$ cat src/rtl/id_ex_reg_if.sv
// ----------------------------------------------------------------------------
// id_ex_reg_if
//
// Purpose:
//   Bundles the ID-side inputs and EX-side outputs of the ID/EX pipeline
//   register. Clock and reset stay as plain ports on the register itself.
//
// Signals:
//   stall_i, flush_i, bubble_i        stage control from hazard / branch logic
//   wb_i[1:0], mem_i[2:0], ex_i[3:0]  control bundle from the hazard mux
//   pc_i, rs_data_i, rt_data_i, imm_i 32-bit data captured at end of ID
//   rs_addr_i, rt_addr_i, rd_addr_i   5-bit register numbers
//   *_o                               registered copies presented to EX
//   mem_read_o                        tap of mem_o[1] for load-use detection
//   valid_o                           EX holds a real instruction
//   bubble_cnt_o                      bubble performance counter
//
// Modports:
//   master  side that drives the ID inputs and observes the EX outputs
//   slave   the pipeline register itself
// ----------------------------------------------------------------------------
interface id_ex_reg_if;
    logic        stall_i;
    logic        flush_i;
    logic        bubble_i;
    logic [1:0]  wb_i;
    logic [2:0]  mem_i;
    logic [3:0]  ex_i;
    logic [31:0] pc_i;
    logic [31:0] rs_data_i;
    logic [31:0] rt_data_i;
    logic [31:0] imm_i;
    logic [4:0]  rs_addr_i;
    logic [4:0]  rt_addr_i;
    logic [4:0]  rd_addr_i;

    logic [1:0]  wb_o;
    logic [2:0]  mem_o;
    logic [3:0]  ex_o;
    logic [31:0] pc_o;
    logic [31:0] rs_data_o;
    logic [31:0] rt_data_o;
    logic [31:0] imm_o;
    logic [4:0]  rs_addr_o;
    logic [4:0]  rt_addr_o;
    logic [4:0]  rd_addr_o;
    logic        mem_read_o;
    logic        valid_o;
    logic [15:0] bubble_cnt_o;

    modport master (
        output stall_i, flush_i, bubble_i, wb_i, mem_i, ex_i,
               pc_i, rs_data_i, rt_data_i, imm_i,
               rs_addr_i, rt_addr_i, rd_addr_i,
        input  wb_o, mem_o, ex_o, pc_o, rs_data_o, rt_data_o, imm_o,
               rs_addr_o, rt_addr_o, rd_addr_o, mem_read_o, valid_o,
               bubble_cnt_o
    );

    modport slave (
        input  stall_i, flush_i, bubble_i, wb_i, mem_i, ex_i,
               pc_i, rs_data_i, rt_data_i, imm_i,
               rs_addr_i, rt_addr_i, rd_addr_i,
        output wb_o, mem_o, ex_o, pc_o, rs_data_o, rt_data_o, imm_o,
               rs_addr_o, rt_addr_o, rd_addr_o, mem_read_o, valid_o,
               bubble_cnt_o
    );
endinterface

$ cat src/rtl/id_ex_reg.sv
// ----------------------------------------------------------------------------
// id_ex_reg
//
// Purpose:
//   ID/EX pipeline register of the five-stage MIPS core. Captures the control
//   bundle, PC+4, register read data, immediate and register numbers at the
//   end of ID and presents them to EX for one cycle. Supports stall (hold),
//   flush (bubble insert) and hazard bubbles.
//
// Ports:
//   clk_i  pipeline clock, rising edge
//   rst_i  asynchronous active-low reset, clears every output
//   bus    id_ex_reg_if.slave, all ID inputs and EX outputs
//
// Edge priority: reset > flush > stall > bubble load > normal load.
//
// Configuration macro:
//   ID_EX_PERF_EN  when defined, bus.bubble_cnt_o is a saturating 16-bit count
//                  of bubbles loaded; otherwise it is tied to zero.
// ----------------------------------------------------------------------------
module id_ex_reg (
    input  logic       clk_i,
    input  logic       rst_i,
    id_ex_reg_if.slave bus
);

    logic [1:0]  r_wb;
    logic [2:0]  r_mem;
    logic [3:0]  r_ex;
    logic        r_valid;
    logic [31:0] r_pc;
    logic [31:0] r_rs_data;
    logic [31:0] r_rt_data;
    logic [31:0] r_imm;
    logic [4:0]  r_rs_addr;
    logic [4:0]  r_rt_addr;
    logic [4:0]  r_rd_addr;

    // Control fields and valid. A bubble (flush or hazard) always zeroes the
    // control bundle so an invalid slot can never commit downstream.
    always_ff @(posedge clk_i or negedge rst_i) begin
        if (!rst_i) begin
            r_wb    <= 2'b00;
            r_mem   <= 3'b000;
            r_ex    <= 4'b0000;
            r_valid <= 1'b0;
        end else if (bus.flush_i) begin
            r_wb    <= 2'b00;
            r_mem   <= 3'b000;
            r_ex    <= 4'b0000;
            r_valid <= 1'b0;
        end else if (bus.stall_i) begin
            r_wb    <= r_wb;
            r_mem   <= r_mem;
            r_ex    <= r_ex;
            r_valid <= r_valid;
        end else if (bus.bubble_i) begin
            r_wb    <= 2'b00;
            r_mem   <= 3'b000;
            r_ex    <= 4'b0000;
            r_valid <= 1'b0;
        end else begin
            r_wb    <= bus.wb_i;
            r_mem   <= bus.mem_i;
            r_ex    <= bus.ex_i;
            r_valid <= 1'b1;
        end
    end

    // Data and address fields. A flush only squashes control, so the data
    // is left as it was; a hazard bubble still loads data normally.
    always_ff @(posedge clk_i or negedge rst_i) begin
        if (!rst_i) begin
            r_pc      <= 32'h0;
            r_rs_data <= 32'h0;
            r_rt_data <= 32'h0;
            r_imm     <= 32'h0;
            r_rs_addr <= 5'd0;
            r_rt_addr <= 5'd0;
            r_rd_addr <= 5'd0;
        end else if (!bus.flush_i && !bus.stall_i) begin
            r_pc      <= bus.pc_i;
            r_rs_data <= bus.rs_data_i;
            r_rt_data <= bus.rt_data_i;
            r_imm     <= bus.imm_i;
            r_rs_addr <= bus.rs_addr_i;
            r_rt_addr <= bus.rt_addr_i;
            r_rd_addr <= bus.rd_addr_i;
        end
    end

`ifdef ID_EX_PERF_EN
    logic        w_load_bubble;
    logic [15:0] r_bubble_cnt;

    // A bubble is loaded on any flush, or on a hazard bubble that is not
    // held back by a stall.
    assign w_load_bubble = bus.flush_i | (bus.bubble_i & ~bus.stall_i);

    always_ff @(posedge clk_i or negedge rst_i) begin
        if (!rst_i) begin
            r_bubble_cnt <= 16'h0000;
        end else if (w_load_bubble && (r_bubble_cnt != 16'hFFFF)) begin
            r_bubble_cnt <= r_bubble_cnt + 16'h0001;
        end
    end

    assign bus.bubble_cnt_o = r_bubble_cnt;
`else
    assign bus.bubble_cnt_o = 16'h0000;
`endif

    assign bus.wb_o       = r_wb;
    assign bus.mem_o      = r_mem;
    assign bus.ex_o       = r_ex;
    assign bus.valid_o    = r_valid;
    assign bus.pc_o       = r_pc;
    assign bus.rs_data_o  = r_rs_data;
    assign bus.rt_data_o  = r_rt_data;
    assign bus.imm_o      = r_imm;
    assign bus.rs_addr_o  = r_rs_addr;
    assign bus.rt_addr_o  = r_rt_addr;
    assign bus.rd_addr_o  = r_rd_addr;
    // MemRead bit of the registered mem bundle, tapped for load-use detection.
    assign bus.mem_read_o = r_mem[1];

endmodule

$ cat src/flat_wrapper.sv
// flat-port wrapper written by rule: the top's interface ports become plain ports
module id_ex_reg_flat 
  (clk_i, rst_i, bus_stall_i, bus_flush_i, bus_bubble_i, bus_wb_i, bus_mem_i, bus_ex_i, bus_pc_i, bus_rs_data_i, bus_rt_data_i, bus_imm_i, bus_rs_addr_i, bus_rt_addr_i, bus_rd_addr_i, bus_wb_o, bus_mem_o, bus_ex_o, bus_pc_o, bus_rs_data_o, bus_rt_data_o, bus_imm_o, bus_rs_addr_o, bus_rt_addr_o, bus_rd_addr_o, bus_mem_read_o, bus_valid_o, bus_bubble_cnt_o);
  id_ex_reg_if bus_i ();
  input  logic clk_i;
  input  logic rst_i;
  input wire logic [$bits(bus_i.stall_i)-1:0] bus_stall_i;
  input wire logic [$bits(bus_i.flush_i)-1:0] bus_flush_i;
  input wire logic [$bits(bus_i.bubble_i)-1:0] bus_bubble_i;
  input wire logic [$bits(bus_i.wb_i)-1:0] bus_wb_i;
  input wire logic [$bits(bus_i.mem_i)-1:0] bus_mem_i;
  input wire logic [$bits(bus_i.ex_i)-1:0] bus_ex_i;
  input wire logic [$bits(bus_i.pc_i)-1:0] bus_pc_i;
  input wire logic [$bits(bus_i.rs_data_i)-1:0] bus_rs_data_i;
  input wire logic [$bits(bus_i.rt_data_i)-1:0] bus_rt_data_i;
  input wire logic [$bits(bus_i.imm_i)-1:0] bus_imm_i;
  input wire logic [$bits(bus_i.rs_addr_i)-1:0] bus_rs_addr_i;
  input wire logic [$bits(bus_i.rt_addr_i)-1:0] bus_rt_addr_i;
  input wire logic [$bits(bus_i.rd_addr_i)-1:0] bus_rd_addr_i;
  output wire logic [$bits(bus_i.wb_o)-1:0] bus_wb_o;
  output wire logic [$bits(bus_i.mem_o)-1:0] bus_mem_o;
  output wire logic [$bits(bus_i.ex_o)-1:0] bus_ex_o;
  output wire logic [$bits(bus_i.pc_o)-1:0] bus_pc_o;
  output wire logic [$bits(bus_i.rs_data_o)-1:0] bus_rs_data_o;
  output wire logic [$bits(bus_i.rt_data_o)-1:0] bus_rt_data_o;
  output wire logic [$bits(bus_i.imm_o)-1:0] bus_imm_o;
  output wire logic [$bits(bus_i.rs_addr_o)-1:0] bus_rs_addr_o;
  output wire logic [$bits(bus_i.rt_addr_o)-1:0] bus_rt_addr_o;
  output wire logic [$bits(bus_i.rd_addr_o)-1:0] bus_rd_addr_o;
  output wire logic [$bits(bus_i.mem_read_o)-1:0] bus_mem_read_o;
  output wire logic [$bits(bus_i.valid_o)-1:0] bus_valid_o;
  output wire logic [$bits(bus_i.bubble_cnt_o)-1:0] bus_bubble_cnt_o;
  assign bus_i.stall_i = bus_stall_i;
  assign bus_i.flush_i = bus_flush_i;
  assign bus_i.bubble_i = bus_bubble_i;
  assign bus_i.wb_i = bus_wb_i;
  assign bus_i.mem_i = bus_mem_i;
  assign bus_i.ex_i = bus_ex_i;
  assign bus_i.pc_i = bus_pc_i;
  assign bus_i.rs_data_i = bus_rs_data_i;
  assign bus_i.rt_data_i = bus_rt_data_i;
  assign bus_i.imm_i = bus_imm_i;
  assign bus_i.rs_addr_i = bus_rs_addr_i;
  assign bus_i.rt_addr_i = bus_rt_addr_i;
  assign bus_i.rd_addr_i = bus_rd_addr_i;
  assign bus_wb_o = bus_i.wb_o;
  assign bus_mem_o = bus_i.mem_o;
  assign bus_ex_o = bus_i.ex_o;
  assign bus_pc_o = bus_i.pc_o;
  assign bus_rs_data_o = bus_i.rs_data_o;
  assign bus_rt_data_o = bus_i.rt_data_o;
  assign bus_imm_o = bus_i.imm_o;
  assign bus_rs_addr_o = bus_i.rs_addr_o;
  assign bus_rt_addr_o = bus_i.rt_addr_o;
  assign bus_rd_addr_o = bus_i.rd_addr_o;
  assign bus_mem_read_o = bus_i.mem_read_o;
  assign bus_valid_o = bus_i.valid_o;
  assign bus_bubble_cnt_o = bus_i.bubble_cnt_o;
  id_ex_reg u_core (.clk_i(clk_i), .rst_i(rst_i), .bus(bus_i));
endmodule
$ cat config.mk
export PLATFORM = sky130hd
export DESIGN_NAME = id_ex_reg_flat
export DESIGN_NICKNAME = d
export VERILOG_FILES = /design/src/rtl/id_ex_reg_if.sv /design/src/rtl/id_ex_reg.sv /design/src/flat_wrapper.sv
export SDC_FILE = /design/constraint.sdc
export NUM_CORES = 1
export LEC_CHECK = 0
export ABC_AREA = 1
export CORE_AREA = 2 2 125 127
export DETAILED_ROUTE_END_ITERATION = 10
export DIE_AREA = 0 0 127 129
export DONT_BUFFER_PORTS = 1
export GPL_ROUTABILITY_DRIVEN = 0
export PLACE_DENSITY = 0.55
export SLEW_MARGIN = 20
export SYNTH_ARGS = -nofsm -noshare
export SYNTH_HDL_FRONTEND = slang
export SYNTH_SLANG_ARGS = --single-unit
$ cat constraint.sdc
create_clock -name clk_i -period 0.9 [get_ports clk_i]
set_clock_uncertainty 0.1 [all_clocks]
set_input_delay 0.18 -clock clk_i [delete_from_list [all_inputs] [get_ports clk_i]]
set_output_delay 0.18 -clock clk_i [all_outputs]
set_load 0.005 [all_outputs]
==> results.py <==
metrics = {
    "global_routing": {
        "grt_pass1_vias": 5259,
        "grt_pass1_wl_um": 27300,
        "grt_util_met2": 0.365,
        "antenna_found_initial": 0,
        "grt_overflow": 0,
        "grtUsageMet3": 0.0869,
        "grt_use_met1": 0.236,
        "grt_usage": 0.213,
        "top_usage_layer": "met2",
        "grt_max_degree": 154,
    },
    "layout": {
        "final_common_cell": "nand2_1",
        "fillerInstances": 1256,
        "layout.cells.most_common_list": "307 x nand2_1, 153 x dfrtp_1, 152 x dlygate4sd3_1, 143 x o21ai_0, 17 x clkbuf_16",
        "nNetsFinal": 963,
        "drive_gt1_frac": 0.0391,
        "multi_input_area_um2": 2000,
        "regArea_um2": 3830,
        "areaGrowthSynthToFinish_pct": 32.7,
    },
    "routing": {
        "drt-wirelength-per-cell_um": 17.6,
        "wirelength_um": 17700,
        "drc": 0,
        "num_vias": 5168,
        "drt_iter0_drc": 339,
        "firstDrtPassIters": 5,
        "drtAntennaViolNets": 0,
        "drt-vias-per-instance": 5.13,
    },
    "clock_network": {
        "h-tree-depth": 4,
        "cts_root_buf": "clkbuf_16",
        "cts_hold_buf": 152,
        "clkTransAtPathRegs_ns": 0.06,
        "clkSinkCount": 153,
        "cts_buffers": 17,
        "insertion_delay_ns": 0.41,
        "cts_buffer_depth": 2,
        "cts_setup_buffers": 0,
        "cts_tree": "built",
    },
    "critical_path": {
        "cp_max_fo": 2,
        "worstSetupPathType": "flip-flop to primary output",
        "cp-start-kind": "flip-flop",
        "ff2ff_path_depth": 2,
        "cp.required_ns": 0.62,
        "cp.depth": 0,
        "endpoint_kind": "primary output",
        "r2r_start": "u_core.bus.rs_data_o[31]",
        "startpoint": "u_core.bus.ex_o[0]",
        "worstPathArrival_ns": 0.85,
    },
    "sta": {
        "hold_ws_ns": -0.645,
        "finalCritPeriodShare": 1.25,
        "rsz0062_at_grt": "yes",
        "fin_crit_ns": 1.13,
        "hold_viol_final": 306,
        "fmaxAchievable_mhz": 886,
        "fin_ws_ns": -0.229,
        "setup_violations": 154,
        "drv_slew": 0,
        "tns_ns": -30.17,
    },
    "yosys": {
        "syn_area_um2": 6170,
        "ys_seq_elements": 153,
        "ys_top_cells_by_area": "dfrtp_1 62%, nand2_1 19%, o21ai_0 12%",
        "synth_largest_area_cell": "dfrtp_1",
        "synth_warnings": 0,
        "avgSynthCellArea_um2": 9.05,
        "synth.top_cell.area_share": 0.620,
        "ys_seq_area_frac": 0.620,
        "syn_inst": 682,
        "ys_types": 13,
    },
    "status": {
        "outcome": "complete, but fails checks",
        "violations": "negative hold slack, negative setup slack",
    },
    "die": {
        "rows": 45,
        "num_io_pins": 327,
        "die_y_um": 129,
        "design.core.area_um2": 15000,
        "die_w_um": 127,
        "initial_core_util": 0.412,
        "die_area_um2": 16400,
    },
    "place": {
        "portBuffers": 0,
        "dpl_worst_slack_ns": -0.131,
        "hpwl_um": 9960,
    },
    "power": {
        "irDropWorstVdd_mv": 1.24,
        "leakagePower_nw": 3.98,
        "cellPowerDensity_nw_per_um2": 2010,
        "power_mw": 16.5,
    },
    "min_path": {
        "hold_class": "input port to async pin",
    },
    "flow_run": {
        "cap_viol_max_count": 0,
    },
}
path summary, 6_finish.rpt:
check	endpoint	slack, ns
min reg2reg	u_core.bus.wb_o[0]	0.42
max	bus_ex_o[0]	-0.23
min in group clk_i	u_core.bus.imm_o[30]	-0.18
max in group asynchronous	u_core.bus.imm_o[24]	1.00
min	u_core.bus.pc_o[9]	-0.65
max reg2reg	u_core.bus.rs_data_o[31]	0.04
sequential cells by signal, summed over array words and instances, names as in the netlist:
register              cells
u_core.bus.imm_o         32
u_core.bus.pc_o          32
u_core.bus.rs_data_o     32
u_core.bus.rt_data_o     32
u_core.bus.rd_addr_o      5
u_core.bus.rs_addr_o      5
u_core.bus.rt_addr_o      5
u_core.bus.ex_o           4
u_core.bus.mem_o          3
u_core.bus.wb_o           2
u_core.bus.valid_o        1
power by group:
group | internal, mW | switching (mW) | leakage [nW] | total, mW
logic | 0.795 | 0.725 | 1.83 | 1.52
clock network | 3.79 | 2.75 | 0.246 | 6.54
registers | 7.71 | 0.719 | 1.91 | 8.43
total | 12.3 | 4.19 | 3.98 | 16.5
repair_timing:
item / CTS / global route
pin swaps: 0 / 0
endpoints found under the setup margin: 154 / 154
cloned: 0 / 0
endpoints found under the hold margin: 306 / 306
resized for setup: 0 / 0
per-layer routing:
layer  vias up  share of wire
met5         -              0
met2       276           0.51
met1      2477           0.36
met3        31           0.10
met4         0          0.023
li1       2384              -
cells by family (layout without fill, tap and decap cells):
family,after synthesis,after routing,share of synthesized area
DFF,153,153,0.620
AOI/OAI and AO/OA,143,143,0.116
and+or+nand+nor,318,318,0.198
buffers and inverters,67,188,0.0647
other,1,17,0.000608
area by class of cell:
| class | instances | area share |
|---|---|---|
| multi-input cells | 477 | 0.245 |
| flip-flops and latches | 153 | 0.468 |
| diodes | 1 | 0.000306 |
| well taps | 188 | 0.0287 |
| repair buffers | 155 | 0.192 |
| inverters | 2 | 0.000917 |
| clock inverters | 10 | 0.0121 |
| clock buffers | 21 | 0.0538 |
per-stage QoR:
stage / area [µm²] / utilization / std cells / hold WS (ns)
floorplan: 6250 / - / 697 / -0.216
global placement: 6120 / 0.409 / 823 / -0.213
detailed placement: 6120 / 0.409 / 823 / -0.212
CTS: 8180 / 0.546 / 1006 / -0.665
global route: 8180 / 0.546 / 1006 / -0.674
finish: 8190 / 0.547 / 1007 / -0.645
Yosys cell counts:
master and instances:
buf_2 10, clkinv_1 1, o21ai_0 143, dfrtp_1 153
nand3_1 9, nand2_1 307, nor2_8 1, buf_4 18
conb_1 1, inv_1 1, nor2_2 1, buf_6 9
clkbuf_1 28
Power figures use the tool's default switching activity.
